### src/rtl/ysyx_24120013_ifu_fetch_pkg.sv
// Shared fetch definitions: FSM encoding, PC constants and the memory
// request/response layout that the LSU reuses.
package ysyx_24120013_ifu_fetch_pkg;

  typedef enum logic [1:0] {
    ST_REQ  = 2'd0,
    ST_WAIT = 2'd1,
    ST_OUT  = 2'd2,
    ST_ERR  = 2'd3
  } fetch_state_e;

  localparam int unsigned INST_BYTES       = 32'd4;
  localparam logic [31:0] RESET_PC_DEFAULT = 32'h8000_0000;
  localparam int unsigned MEM_AW           = 32'd32;
  localparam int unsigned MEM_DW           = 32'd32;

  typedef struct packed {
    logic              valid;
    logic [MEM_AW-1:0] addr;
  } mem_req_t;

  typedef struct packed {
    logic              valid;
    logic              err;
    logic [MEM_DW-1:0] data;
  } mem_rsp_t;

  function automatic logic is_word_aligned(input logic [1:0] lsb);
    return (lsb == 2'b00);
  endfunction

endpackage

### src/rtl/ysyx_24120013_ifu_fetch.sv
// Instruction fetch unit: one outstanding word fetch, valid/ready delivery of
// {inst, pc} to decode, redirects from execute and a sticky fetch error.
module ysyx_24120013_ifu_fetch
  import ysyx_24120013_ifu_fetch_pkg::*;
#(
  parameter int unsigned           ADDR_WIDTH = 32,
  parameter int unsigned           DATA_WIDTH = 32,
  parameter logic [ADDR_WIDTH-1:0] RESET_PC   = ADDR_WIDTH'(RESET_PC_DEFAULT)
) (
  input  logic                  clk,
  input  logic                  rst,
  output logic                  imem_req_valid,
  input  logic                  imem_req_ready,
  output logic [ADDR_WIDTH-1:0] imem_req_addr,
  input  logic                  imem_rsp_valid,
  input  logic [DATA_WIDTH-1:0] imem_rsp_data,
  input  logic                  imem_rsp_err,
  input  logic                  redirect_valid,
  input  logic [ADDR_WIDTH-1:0] redirect_pc,
  output logic                  inst_valid,
  input  logic                  inst_ready,
  output logic [31:0]           inst,
  output logic [ADDR_WIDTH-1:0] inst_pc,
  output logic                  fetch_err
);

  fetch_state_e          r_state;
  fetch_state_e          w_state_nxt;
  logic [ADDR_WIDTH-1:0] r_pc;
  logic [ADDR_WIDTH-1:0] w_pc_nxt;
  logic                  r_pend_v;
  logic                  w_pend_v_nxt;
  logic [ADDR_WIDTH-1:0] r_pend_pc;
  logic [ADDR_WIDTH-1:0] w_pend_pc_nxt;
  logic                  r_discard;
  logic                  w_discard_nxt;
  logic [31:0]           r_inst;
  logic [31:0]           w_inst_nxt;
  logic [ADDR_WIDTH-1:0] r_inst_pc;
  logic [ADDR_WIDTH-1:0] w_inst_pc_nxt;
  logic                  r_inst_valid;
  logic                  r_fetch_err;
  logic                  r_live;

  logic                  w_redir;
  logic                  w_misal;
  logic                  w_req_fire;
  logic [ADDR_WIDTH-1:0] w_tgt;

  // r_live keeps the request low during the reset cycle without a path from rst.
  assign imem_req_valid = r_live & (r_state == ST_REQ);
  assign imem_req_addr  = r_pc;
  assign inst_valid     = r_inst_valid;
  assign inst           = r_inst;
  assign inst_pc        = r_inst_pc;
  assign fetch_err      = r_fetch_err;

  assign w_redir    = redirect_valid & (r_state != ST_ERR);
  assign w_misal    = w_redir & ~is_word_aligned(redirect_pc[1:0]);
  assign w_req_fire = imem_req_valid & imem_req_ready;

  // Next-state and datapath decode for the fetch FSM.
  always_comb begin
    w_state_nxt   = r_state;
    w_pc_nxt      = r_pc;
    w_pend_v_nxt  = r_pend_v;
    w_pend_pc_nxt = r_pend_pc;
    w_discard_nxt = r_discard;
    w_inst_nxt    = r_inst;
    w_inst_pc_nxt = r_inst_pc;
    // A redirect arriving together with the dropped response is the newest target.
    if (redirect_valid) begin
      w_tgt = redirect_pc;
    end else begin
      w_tgt = r_pend_pc;
    end
    case (r_state)
      ST_REQ: begin
        if (w_misal) begin
          w_state_nxt = ST_ERR;
        end else begin
          if (w_redir) begin
            w_pend_v_nxt  = 1'b1;
            w_pend_pc_nxt = redirect_pc;
          end else begin
            w_pend_v_nxt  = r_pend_v;
          end
          if (w_req_fire) begin
            w_state_nxt   = ST_WAIT;
            w_discard_nxt = r_pend_v | w_redir;
          end else begin
            w_state_nxt   = ST_REQ;
          end
        end
      end
      ST_WAIT: begin
        if (w_misal) begin
          w_state_nxt = ST_ERR;
        end else if (imem_rsp_valid) begin
          if (imem_rsp_err) begin
            w_state_nxt = ST_ERR;
          end else if (r_discard | w_redir) begin
            w_pc_nxt      = w_tgt;
            w_pend_v_nxt  = 1'b0;
            w_discard_nxt = 1'b0;
            w_state_nxt   = ST_REQ;
          end else begin
            w_inst_nxt    = imem_rsp_data[31:0];
            w_inst_pc_nxt = r_pc;
            w_state_nxt   = ST_OUT;
          end
        end else if (w_redir) begin
          w_pend_v_nxt  = 1'b1;
          w_pend_pc_nxt = redirect_pc;
          w_discard_nxt = 1'b1;
        end else begin
          w_state_nxt = ST_WAIT;
        end
      end
      ST_OUT: begin
        if (w_misal) begin
          w_state_nxt = ST_ERR;
        end else if (w_redir) begin
          w_pc_nxt     = redirect_pc;
          w_pend_v_nxt = 1'b0;
          w_state_nxt  = ST_REQ;
        end else if (inst_ready) begin
          w_pc_nxt    = r_pc + ADDR_WIDTH'(INST_BYTES);
          w_state_nxt = ST_REQ;
        end else begin
          w_state_nxt = ST_OUT;
        end
      end
      default: begin
        w_state_nxt = ST_ERR;
      end
    endcase
  end

  // State, PC and registered decode-side outputs.
  always_ff @(posedge clk) begin
    if (!rst) begin
      r_state      <= ST_REQ;
      r_pc         <= RESET_PC;
      r_pend_v     <= 1'b0;
      r_pend_pc    <= '0;
      r_discard    <= 1'b0;
      r_inst       <= 32'h0;
      r_inst_pc    <= '0;
      r_inst_valid <= 1'b0;
      r_fetch_err  <= 1'b0;
      r_live       <= 1'b0;
    end else begin
      r_state      <= w_state_nxt;
      r_pc         <= w_pc_nxt;
      r_pend_v     <= w_pend_v_nxt;
      r_pend_pc    <= w_pend_pc_nxt;
      r_discard    <= w_discard_nxt;
      r_inst       <= w_inst_nxt;
      r_inst_pc    <= w_inst_pc_nxt;
      r_inst_valid <= (w_state_nxt == ST_OUT);
      r_fetch_err  <= (w_state_nxt == ST_ERR);
      r_live       <= 1'b1;
    end
  end

endmodule

### config.mk
export PLATFORM = sky130hd
export DESIGN_NAME = ysyx_24120013_ifu_fetch
export DESIGN_NICKNAME = d
export VERILOG_FILES = /design/src/rtl/ysyx_24120013_ifu_fetch_pkg.sv /design/src/rtl/ysyx_24120013_ifu_fetch.sv
export SDC_FILE = /design/constraint.sdc
export NUM_CORES = 1
export LEC_CHECK = 0
export BUFFER_PORTS_ARGS = -buffer_cell sky130_fd_sc_hd__buf_2
export CAP_MARGIN = 15
export CORE_UTILIZATION = 52
export CTS_BUF_LIST = sky130_fd_sc_hd__clkbuf_4 sky130_fd_sc_hd__clkbuf_8 sky130_fd_sc_hd__clkbuf_16
export DETAILED_ROUTE_END_ITERATION = 8
export PLACE_DENSITY = 0.76
export SETUP_SLACK_MARGIN = 0.15
export SYNTH_ARGS = -nofsm -noshare
export SYNTH_HDL_FRONTEND = slang
export SYNTH_SLANG_ARGS = --single-unit
### constraint.sdc
create_clock -name clk -period 2.4 [get_ports clk]
set_clock_uncertainty 0.15 [all_clocks]
set_input_delay 0.48 -clock clk [delete_from_list [all_inputs] [get_ports clk]]
set_output_delay 0.48 -clock clk [all_outputs]
set_load 0.03 [all_outputs]
# Word-level counts from Yosys, hierarchy flattened
# Index checks and enable logic that the tools add are counted.
totals:
  reg_bits: 135
  romBits: 0
  memories: 0
  word_cells: 90
  mem_bits_rw: 0
  inputBits: 71
  output_inout_bits: 99
  latch_bits: 0
op_classes:
  shifts: 0
  bitwise: 10
  eq_ne: 18
  addsub: 1
  n_lt_le_gt_ge: 0
  n_mul: 0
  muxes: 41
  n_div: 0
  n_reduce_logical: 10
op_table:
  columns: ["op", "n"]
  rows:
  - ["32-bit two-way mux", 12]
  - ["32-bit one-hot mux with 2 select lines", 2]
  - ["32-bit by 3-bit adder with 32-bit output (second input constant)", 1]
  - ["7-bit AND reduction", 3]
  - ["2-bit inequality test (second input constant)", 10]
  - ["2-bit two-way mux", 9]
  - ["1-bit two-way mux", 15]
  - ["3-bit inequality test (second input constant)", 4]
  - ["2-bit equality test (second input constant)", 3]
  - ["2-bit one-hot mux with 3 select lines", 1]
  - ["5-bit AND reduction", 1]
  - ["1-bit AND", 4]
  - ["2-bit logical NOT", 2]
  - ["1-bit NOT", 4]
  - ["4-bit AND reduction", 1]
  - ["2-bit nonzero test", 2]
  - ["1-bit one-hot mux with 3 select lines", 1]
  - ["3-bit nonzero test", 1]
  - ["2-bit by 1-bit equality test with 1-bit output (second input constant)", 1]
  - ["1-bit OR", 2]
  - ["1-bit one-hot mux with 2 select lines", 1]

# Longest topological paths before layout
# Gate-level depths: netlist (run 1).
logic_depth:
  ltp_word: 9
  mapped_depth: 11
  depth_no_buf: 7

# Worst setup path before layout (run 1)
# Ideal clock, no wire load.
synth_timing:
  path_type: "reg-to-reg"
  startpoint: "register r_state[1]"
  endpoint: "register r_pc[22], in the netlist imem_req_addr[22]"
  stages_incl_launch_ff: 11
  required_ns: 2.133
  path_buffers: 3
  arrival_time_ns: 1.865
  setup_ns: 0.117
  period_less_slack_ns: 2.132
  path_slack_ns: 0.268
  cell_sequence: "dfxtp_1 > inv_1 > ha_1 > clkbuf_2 > inv_1 > nor3_2 > or3_1 > buf_2 > buf_6 > a21o_1 > a22o_1"
synth_between:
  elab_chain_len: 5
  word_cells_on_any_way: 17
  classes_between: "eq/ne: 9; mux: 3; bitwise: 3; reduce/logical: 2"
synth_lines:
  columns: ["element", "line_no", "rtl"]
  rows:
  - ["from (decl)", "ysyx_24120013_ifu_fetch.sv:27", "fetch_state_e r_state;"]
  - ["from (signal assigned)", "ysyx_24120013_ifu_fetch.sv:154", "r_state <= w_state_nxt;"]
  - ["2-bit inequality test", "ysyx_24120013_ifu_fetch.sv:58", "assign w_redir = redirect_valid & (r_state != ST_ERR);"]
  - ["1-bit AND", "ysyx_24120013_ifu_fetch.sv:58", null]
  - ["1-bit OR (tied with other cells)", "ysyx_24120013_ifu_fetch.sv:102", "end else if (r_discard | w_redir) begin"]
  - ["2-bit inequality test (no source line) / 32-bit two-way mux (equally long branches)", null, null]
  - ["7-bit AND reduction (no source line) / 32-bit one-hot mux with 2 select lines (equally long branches)", null, null]
  - ["to (signal assigned)", "ysyx_24120013_ifu_fetch.sv:155", "r_pc <= w_pc_nxt;"]
  - ["to (decl)", "ysyx_24120013_ifu_fetch.sv:29", "logic [ADDR_WIDTH-1:0] r_pc;"]
# Several ways; a longest one is shown, not always the timed one. The select of a mux whose other input is x is not followed.
# A chain may end at the register's enable or synchronous reset.

# Final worst setup path (run 1)
layout_timing:
  startpoint: "register r_pc[19], in the netlist imem_req_addr[19]"
  endpoint: "register r_pc[29], in the netlist imem_req_addr[29]"
layout_between:
  elab_chain_len: 5
layout_lines:
  columns: ["element", "line_no", "rtl"]
  rows:
  - ["32-bit by 3-bit adder with 32-bit output", "ysyx_24120013_ifu_fetch.sv:128", "w_pc_nxt = r_pc + ADDR_WIDTH'(INST_BYTES);"]
  - ["32-bit two-way mux", "ysyx_24120013_ifu_fetch.sv:127", "end else if (inst_ready) begin"]
  - ["32-bit two-way mux", "ysyx_24120013_ifu_fetch.sv:123", "end else if (w_redir) begin"]
  - ["32-bit two-way mux", "ysyx_24120013_ifu_fetch.sv:121", "if (w_misal) begin"]
  - ["32-bit one-hot mux with 2 select lines", "ysyx_24120013_ifu_fetch.sv:77", "case (r_state)"]
# Every way passes these cells. The select of a mux whose other input is x is not followed.

==> results of run 1 <==
logic make-up after synthesis:
group,Yosys count,share of synthesized area (%)
simple gates,310,23.0
flops,135,45.4
buf+inv,71,5.21
mux,2,0.357
compound gates,241,24.8
fa+ha+maj,6,1.26
per-stage QoR:
stage | power (W) | area [µm²] | std cells | hold slack [ps]
floorplan | 0.00326 | 5960 | 765 | 286
global placement | 0.00366 | 7120 | 1059 | 288
detailed placement | 0.00369 | 7120 | 1059 | 293
CTS | 0.00618 | 7730 | 1091 | 131
global route | 0.00652 | 7910 | 1100 | 139
finish | 0.00630 | 7910 | 1101 | 140
flip-flops by register name, indices dropped and copies added, names as in the netlist:
signal,cells
inst_pc,32
r_discard,1
imem_req_addr,32
inst,32
r_pend_pc,32
fetch_err,1
r_state,2
r_pend_v,1
r_live,1
inst_valid,1
metal layers:
layer	vias to the layer above	share of wire [%]
met5	-	0
met4	0	2.7
met1	3033	41
met2	368	48
li1	3055	-
met3	58	8.5
power groups by stage:
stage | Sequential, W | Combinational (W) | Clock [W]
finish | 0.00252 | 0.00129 | 0.00249
global placement | 0.00254 | 0.00112 | 0
CTS | 0.00251 | 0.00116 | 0.00251
detailed placement | 0.00254 | 0.00114 | 0
global route | 0.00253 | 0.00137 | 0.00262
floorplan | 0.00268 | 0.000579 | 0
worst max path at each step:
stage	from	endpoint	slack [ps]	cells past startpoint
6_report	imem_req_addr[19]	imem_req_addr[29]	160	6
3_3_place_gp	redirect_valid	imem_req_addr[15]	110	8
2_1_floorplan	r_state[1]	imem_req_addr[22]	270	10
3_5_place_dp	redirect_valid	imem_req_addr[17]	30	8
4_1_cts	r_state[1]	imem_req_addr[3]	140	8
5_1_grt	imem_req_addr[2]	imem_req_addr[28]	120	7
cells in the final DEF, fill, tap and decap left out, types with 7 or more instances in the layout:
cell type	Yosys	layout
o21ai_0	22	21
nand4_1	10	10
o221a_2	9	9
inv_1	12	10
nand3_1	15	15
and3_1	7	7
buf_4	2	43
nor2_1	32	31
dfxtp_1	135	133
o22ai_1	19	19
clkbuf_16	0	19
a21oi_1	135	133
nand2_1	205	204
buf_2	16	169
a31oi_1	9	9
what timing repair did:
| action | CTS | global route |
|---|---|---|
| gates cloned | 0 | 2 |
| buffers inserted | 0 | 7 |
| gates resized for setup | 10 | 19 |
| endpoints found under the setup margin | 18 | 22 |
| pin swaps | 0 | 7 |
layout make-up:
class	instances	share of cell area, %
tap	140	2.21
multi-input combinational	559	38.8
inverter	14	0.711
clock buffer	24	6.28
antenna	1	0.0316
clock inverter	8	0.917
sequential	135	34.2
timing repair buffer	220	16.8
worst min-delay path: stages:
cell and delay [ps]:
buf_2 100, nand2_1 40, a21oi_1 50
==> results by group, run 1 <==
Logic synthesis
  – Synth Flop Type: dfxtp_1
  – Area contributors post-synth: dfxtp_1 (45%), nand2_1 (13%), a21oi_1 (11%)
  – Ys async rst share: 0%
  – Sequential share of the synthesized area: 45.4%
  – Syn Inst Count: ~770
  – Syn Area/Cell: 7.79 µm²
  – Yosys warnings: 0
  – Post-synth cell types: 58
  – Leading area contributor after synthesis: dfxtp_1
  – Synth top area share: 45.4%
  – Top-count cell post-synth: nand2_1
  – Number of synthesized register bits: ~140
  – Synthesized Nets: 842
  – EDFF count, synth: 0
  – Syn Std Cell Area: between 5000 and 6000 µm²
  – Most common library cells after synthesis: nand2_1 (205), a21oi_1 (135), dfxtp_1 (135)

Floorplan
  – I/O pins: 170
  – Total die area: between 10000 and 15000 µm²
  – Die W: around 110 µm
  – Row count: 38
  – Initial Util: 54.2%
  – Core area: 11000 µm²
  – Die H: 109 µm

Critical path
  – Critical Path Slowest Stage Cell: dfxtp_1
  – Reg2reg setup slack: 160 ps
  – Crit-path most repeated cell: nand4_1
  – Crit path max fanout: 8
  – Setup crit end kind: register
  – Reg2Reg Depth: 6
  – Worst Path Required: ~2600 ps
  – Critical R2R Launch: imem_req_addr[19]
  – CP Class: reg2reg
  – Worst R2R End: imem_req_addr[29]
  – Crit-path leading delay family: simple AND/OR/NAND/NOR gates
  – Cell breakdown of the critical path: nand4_1 -> nor4_4 -> buf_4 -> nand4_1 -> or3_1 -> nand4_1
  – CP arrival: 2450 ps
  – Slowest stage delay, CP: 510 ps
  – CP Buf/Inv Count: 1
  – Startpoint Class: register

Placed design
  – Port Buffers: 169
  – Worst slack, placed: ~30 ps
  – Routability cong.: 0.892
  – HPWL Detailed: roughly 13 mm

STA
  – # setup viols final: 0
  – Final hold vios: 0
  – Max Freq: 447 MHz
  – RSZ-0062 raised after global routing: no
  – Rel. slew slack: 66.5%
  – Period utilisation layout: between 90 and 100%
  – Fin. max-slew vios: 0
  – Worst-margin pin slew: between 500 and 600 ps
  – Final min period: 2240 ps
  – Setup TNS: 0 ps
  – Final WS setup: around 160 ps

Pwr
  – PD cells: 796 nW/µm²
  – Clk pwr share: 39.5%
  – Pleak: 3.33 nW
  – Gate power share: 20.4%
  – Max IR drop VDD: 490 µV
  – Power Internal: ~0.0044 W
  – Sw Ratio: 30.0%
  – Reg power frac: 40.1%
  – Switching Power: roughly 0.0019 W

Global routing
  – Initial antenna violation count: 0
  – Vias in the first global route: a little under 6k
  – GR Util met3: 6.81%
  – GRT met2 Usage: 48.8%
  – GR peak layer: met2
  – Grt ovf: 0
  – GR Util met1: roughly two fifths
  – First-pass GRT wire length: 28.2 mm
  – Largest net degree at the start of global routing: 65
  – Tot GR Track Use: 30.7%

Final layout
  – Final Core Density: 72.1%
  – FF/Latch Area: between 2000 and 3000 µm²
  – Final-stage net count: 1024
  – Multi-input gate area: 3070 µm²
  – Share of layout cells above drive strength 1: 30.8%
  – Area grow syn2layout: 32.8%
  – Filler cells: approximately 860

Hold path
  – Worst Hold Class: in2reg
  – Hold path depth: 3
  – Worst Hold Endpoint: inst[17]
  – Min-delay src: imem_rsp_data[17]

Run
  – Maxcap violations: 0

Clock tree
  – CTS root buf: clkbuf_16
  – CTS max path bufs: 2
  – Hold_buf cts: 0
  – CTS tree: done
  – CTS Sinks: 135
  – Clk slew on worst S/H paths: 60 ps
  – CTS Buf Count: 17
  – Worst skew pair latency: 420 ps
  – # H-tree levels: 4

Routing
  – Drt first-iter violations: 835
  – WL/cell: about 17 µm
  – Via density: 5.92
  – Routed Antenna Nets: 0
  – Initial DRT Pass Iterations: 5
  – Detailed-route via count: 6514
  – DRC viols: 0
  – Post-Route WL: about 19 mm

Outcome
  – Status: finished clean
No activity file was read; power rests on OpenSTA's default activity.
==> run 2: changes to the inputs <==
- CELL_PAD_IN_SITES_DETAIL_PLACEMENT: default -> 0
- CELL_PAD_IN_SITES_GLOBAL_PLACEMENT: default -> 1
- CORE_UTILIZATION: 52 -> 37
- PLACE_DENSITY: 0.76 -> 0.75
==> run 2 against run 1 <==
Compared with the run above:
- sequential power is essentially flat
- sequential share of layout area shrank 0.23 points
- clock power grew 11%
- worst setup slack gained 45 ps
- register-to-register slack gained 40 ps
==> results by group, run 2 (synthesis results as in run 1) <==
Pwr
  – Power Internal: 0.00462 W
  – Gate power share: 18.7%
  – Max IR drop VDD: 517 µV
  – Clk pwr share: 42.7%
  – PD cells: 813 nW/µm²
  – Reg power frac: 38.7%
  – Pleak: ~3.3 nW
  – Power Total: 0.00646 W
  – Sw Ratio: 28.5%
  – Switching Power: 0.00184 W

Final layout
  – Share of layout cells above drive strength 1: between 20% and 30%
  – Final-stage net count: 1017
  – Area grow syn2layout: 33.5%
  – Commonest cells after routing, fill and taps aside: nand2_1 (204), buf_2 (169), a21oi_1 (134)
  – N_diodes: 0
  – Final Core Density: 50.2%
  – Cell area after layout: 7950 µm²
  – Commonest non-fill, non-tap cell in the layout: nand2_1

Routing
  – Initial DRT Pass Iterations: 5
  – DRC viols: 0
  – Via density: 5.22
  – Post-Route WL: 18.9 mm
  – Drt first-iter violations: 388
  – Detailed-route via count: 6102
  – Routed Antenna Nets: 0
  – WL/cell: 16.2 µm

Critical path
  – Cell breakdown of the critical path: inv_1 -> ha_1 -> inv_1 -> nor3_4 -> or3_4 -> buf_12 -> or3_1 -> nand4_1
  – Crit-path most repeated cell: inv_1
  – CP arrival: 2410 ps
  – Critical R2R Launch: r_state[1]
  – Setup crit end kind: register
  – Crit path max fanout: 40
  – Worst R2R End: imem_req_addr[29]
  – Reg2reg setup slack: 210 ps
  – CP Class: reg2reg
  – Startpoint Class: register
  – Reg2Reg Depth: 8
  – Critical Path Slowest Stage Cell: or3_4
  – Worst Path Required: 2610 ps
  – Slowest stage delay, CP: approximately 410 ps

Global routing
  – Largest net degree at the start of global routing: 66
  – Tot GR Track Use: 22.9%
  – Grt ovf: 0
  – First-pass GRT wire length: roughly 30 mm
  – Initial antenna violation count: 0
  – Vias in the first global route: 5422

STA
  – RSZ-0062 raised after global routing: yes
  – Setup TNS: 0 ps
  – Fin. max-slew vios: 0
  – Period utilisation layout: 91.4%
  – # setup viols final: 0
  – Final WS setup: 205 ps
  – Final hold vios: 0
  – Max Freq: 456 MHz
  – Worst-margin pin slew: 740 ps
  – Final min period: 2190 ps
  – Rel. slew slack: 50.7%

Clock tree
  – Clk slew on worst S/H paths: 60 ps
  – CTS tree: done
  – CTS root buf: clkbuf_16
  – Hold_buf cts: 0
  – Post-CTS sizing: 2
  – CTS Buf Count: 17
  – CTS max path bufs: 2
  – # Post-CTS Setup Buffers: 0
  – # H-tree levels: 4
  – CTS Sinks: 135
  – Worst skew pair latency: 420 ps

Placed design
  – HPWL Detailed: 13.3 mm
  – Routability cong.: 0.904
  – Post-DP Area: 7280 µm²
  – Worst slack, placed: 62.1 ps
  – Port Buffers: 169

Floorplan
  – Core area: 15800 µm²
  – Die H: 129 µm
  – I/O pins: 170
  – Die W: 129 µm
  – Initial Util: a little under two fifths
  – Row count: 46
  – Total die area: 16600 µm²

Hold path
  – Worst Hold Class: in2reg
  – Min-delay src: rst
  – Hold path depth: 1
  – Worst Hold Endpoint: r_live

Outcome
  – Status: finished clean

Run
  – Maxcap violations: 0
run 2: stage by stage:
stage	hold WS (ps)	cells
global placement	290	1137
floorplan	286	765
finish	127	1169
global route	121	1169
CTS	116	1169
detailed placement	293	1137
run 2: routing by layer:
layer | part of all wire [%] | GRT usage [%] | wire [µm]
met4 | 1.1 | 6.78 | 212
met5 | 0 | 0 | 0
met1 | 48 | 32.8 | 9080
met3 | 5.7 | 4.62 | 1080
met2 | 45 | 34.6 | 8560
run 2: area by class of cell:
class	count	area [µm²]
fill	1623	7880
clock buffer	25	517
multi-input combinational	559	3000
clock inverter	7	115
inverter	14	53.8
sequential	135	2710
timing repair buffer	213	1290
tap	216	270
run 2: power groups by stage:
| stage | combinational (W) | clock (W) | sequential [W] |
|---|---|---|---|
| 2_1_floorplan | 0.000579 | 0 | 0.00268 |
| 3_3_place_gp | 0.00118 | 0 | 0.00254 |
| 3_5_place_dp | 0.00118 | 0 | 0.00254 |
| 4_1_cts | 0.00119 | 0.00281 | 0.00249 |
| 5_1_grt | 0.00131 | 0.00291 | 0.00251 |
| 6_report | 0.00121 | 0.00276 | 0.00250 |
run 2: worst max path at each step:
stage,from,end,slack [ps],cells past startpoint
2_1_floorplan,r_state[1],imem_req_addr[22],270,10
3_3_place_gp,r_state[0],imem_req_addr[29],90,7
3_5_place_dp,r_state[0],imem_req_addr[29],60,7
4_1_cts,r_state[0],imem_req_addr[29],130,8
5_1_grt,r_state[1],imem_req_addr[29],90,8
6_report,r_state[1],imem_req_addr[29],210,8
run 2: critical path, delay by kind of cell (launching register included):
kind | cells | cell delay [ps]
fa+ha+maj | 1 | 220
buf+inv | 3 | 430
simple gates | 4 | 950
flops | 1 | 390
==> run 3: changes to the inputs <==
- GPL_TIMING_DRIVEN: default -> 0
==> run 3 against run 2 <==
Compared with the run above:
- count of clock-buffer cells in the layout is 6 lower
- global-route usage is 2.4 points higher
- worst hold slack worse by 18 ps
- highest routed layer unchanged
- sequential share of layout area is 1.4 points lower
- first-iteration DRC count is 26% higher
- sequential power hardly changed
- core utilization is 2.2 points higher
- flip-flop and latch count stayed put
- register-to-register slack worse by 40 ps
==> results by group, run 3 (synthesis results as in run 1) <==
Outcome
  – Status: finished clean

Clock tree
  – CTS root buf: clkbuf_16
  – CTS Buf Count: 17
  – Clk slew on worst S/H paths: 60 ps
  – CTS tree: done
  – CTS max path bufs: 2
  – # H-tree levels: 4
  – CTS Sinks: 135
  – Worst skew pair latency: 420 ps

Routing
  – DRC viols: 0
  – Post-Route WL: approximately 21 mm
  – Routed Antenna Nets: 0
  – Initial DRT Pass Iterations: 5
  – Drt first-iter violations: 487
  – Detailed-route via count: 6306
  – WL/cell: 17.5 µm
  – Via density: 5.27

Global routing
  – Initial antenna violation count: 0
  – Largest net degree at the start of global routing: 17
  – Tot GR Track Use: between 20% and 30%
  – First-pass GRT wire length: approximately 32 mm
  – Vias in the first global route: 5762
  – Grt ovf: 0

STA
  – RSZ-0062 raised after global routing: yes
  – Final hold vios: 0
  – Rel. slew slack: 39.4%
  – Worst-margin pin slew: 909 ps
  – Final min period: approximately 2200 ps
  – # setup viols final: 0
  – Max Freq: approximately 450 MHz
  – Fin. max-slew vios: 0
  – Period utilisation layout: 93.3%

Critical path
  – Worst Path Required: 2560 ps
  – Setup crit end kind: register
  – Startpoint Class: register
  – CP arrival: around 2400 ps
  – CP Class: reg2reg
  – Crit path max fanout: 10
  – Reg2reg setup slack: 160 ps

Pwr
  – PD cells: 826 nW/µm²
  – Gate power share: 19.8%
  – Pleak: 3.43 nW
  – Sw Ratio: 29.3%
  – Power Internal: 0.00485 W
  – Max IR drop VDD: 514 µV
  – Reg power frac: 36.9%
  – Clk pwr share: 43.3%
  – Switching Power: 0.00200 W

Run
  – Maxcap violations: 0

Final layout
  – Area grow syn2layout: 39.2%
  – Final-stage net count: 1044
  – Commonest cells after routing, fill and taps aside: nand2_1 (203), buf_2 (179), dfxtp_1 (133)
  – Share of layout cells above drive strength 1: about a third
  – N_diodes: 0
  – Cell area after layout: about 8300 µm²
  – Fin cells: 1196
  – Commonest non-fill, non-tap cell in the layout: nand2_1

Floorplan
  – Total die area: 16600 µm²
  – I/O pins: between 150 and 200
  – Initial Util: 37.6%
  – Row count: 46
  – Core area: roughly 16000 µm²
  – Die W: ~130 µm
  – Die H: 129 µm

Hold path
  – Worst Hold Class: in2reg

Placed design
  – Post-DP Area: between 7000 and 8000 µm²
  – HPWL Detailed: 14.8 mm
  – Routability cong.: 0.859
  – Port Buffers: 169
  – Placed cell count: roughly 1.2k
[run 3: changes by cell type in the layout (fill, tap and decap cells not counted), sizes merged]
cell	change
bufinv	+3
clkbuf	+33
clkinv	+2
inv	+1
buf	-12
[run 3: per-stage QoR]
step | setup WS, ps | util [%] | hold WS, ps | total power [W] | setup TNS (ps)
floorplan | 268 | - | 286 | 0.00326 | 0
global placement | -286 | 44.7 | 290 | 0.00368 | -11330
detailed placement | -308 | 44.7 | 295 | 0.00368 | -13190
CTS | 150 | 50.4 | 99.4 | 0.00673 | 0
global route | 94.1 | 52.4 | 117 | 0.00712 | 0
finish | 162 | 52.4 | 108 | 0.00685 | 0
[run 3: path summary, 6_finish.rpt]
check                           startpoint                end  cells after the start
worst min register to register    inst[19]           inst[19]                      2
worst max register to register  r_state[1]  imem_req_addr[10]                      9
worst min-delay path                   rst             r_live                      1
worst max-delay path            r_state[1]  imem_req_addr[10]                      9
[run 3: critical path, cell delays in order (launching register included)]
cell,delay [ps]
dfxtp_4,380
inv_4,70
ha_4,120
buf_8,100
and3b_2,200
o32ai_4,80
or3_4,390
buf_6,150
buf_4,180
o221a_2,300
[run 3: layer usage]
layer	global-route usage (%)	vias to the layer above	share of wire, %
met5	0	-	0
met4	9.27	0	1.9
met2	39.8	207	46
met1	34.6	2963	46
met3	4.37	26	6.2
li1	-	3110	-
[run 3: power by group through the flow]
stage	combinational (W)	sequential (W)	clock, W
2_1_floorplan	0.000579	0.00268	0
3_3_place_gp	0.00113	0.00255	0
3_5_place_dp	0.00113	0.00255	0
4_1_cts	0.00121	0.00251	0.00301
5_1_grt	0.00146	0.00255	0.00311
6_report	0.00136	0.00253	0.00297
[run 3: area by class of cell]
class	count	area, µm²
fill	1565	7530
tap	216	270
timing repair buffer	183	986
multi-input combinational	559	3240
clock inverter	13	228
sequential	135	2710
clock buffer	19	440
inverter	14	65.1
buffer	57	357
[run 3: repair_timing]
item	CTS	global route
cloned	0	2
gates resized for setup	54	71
pin swaps	4	14
hold buffers	0	0
buffers inserted	7	5
endpoints found under the setup margin	106	122
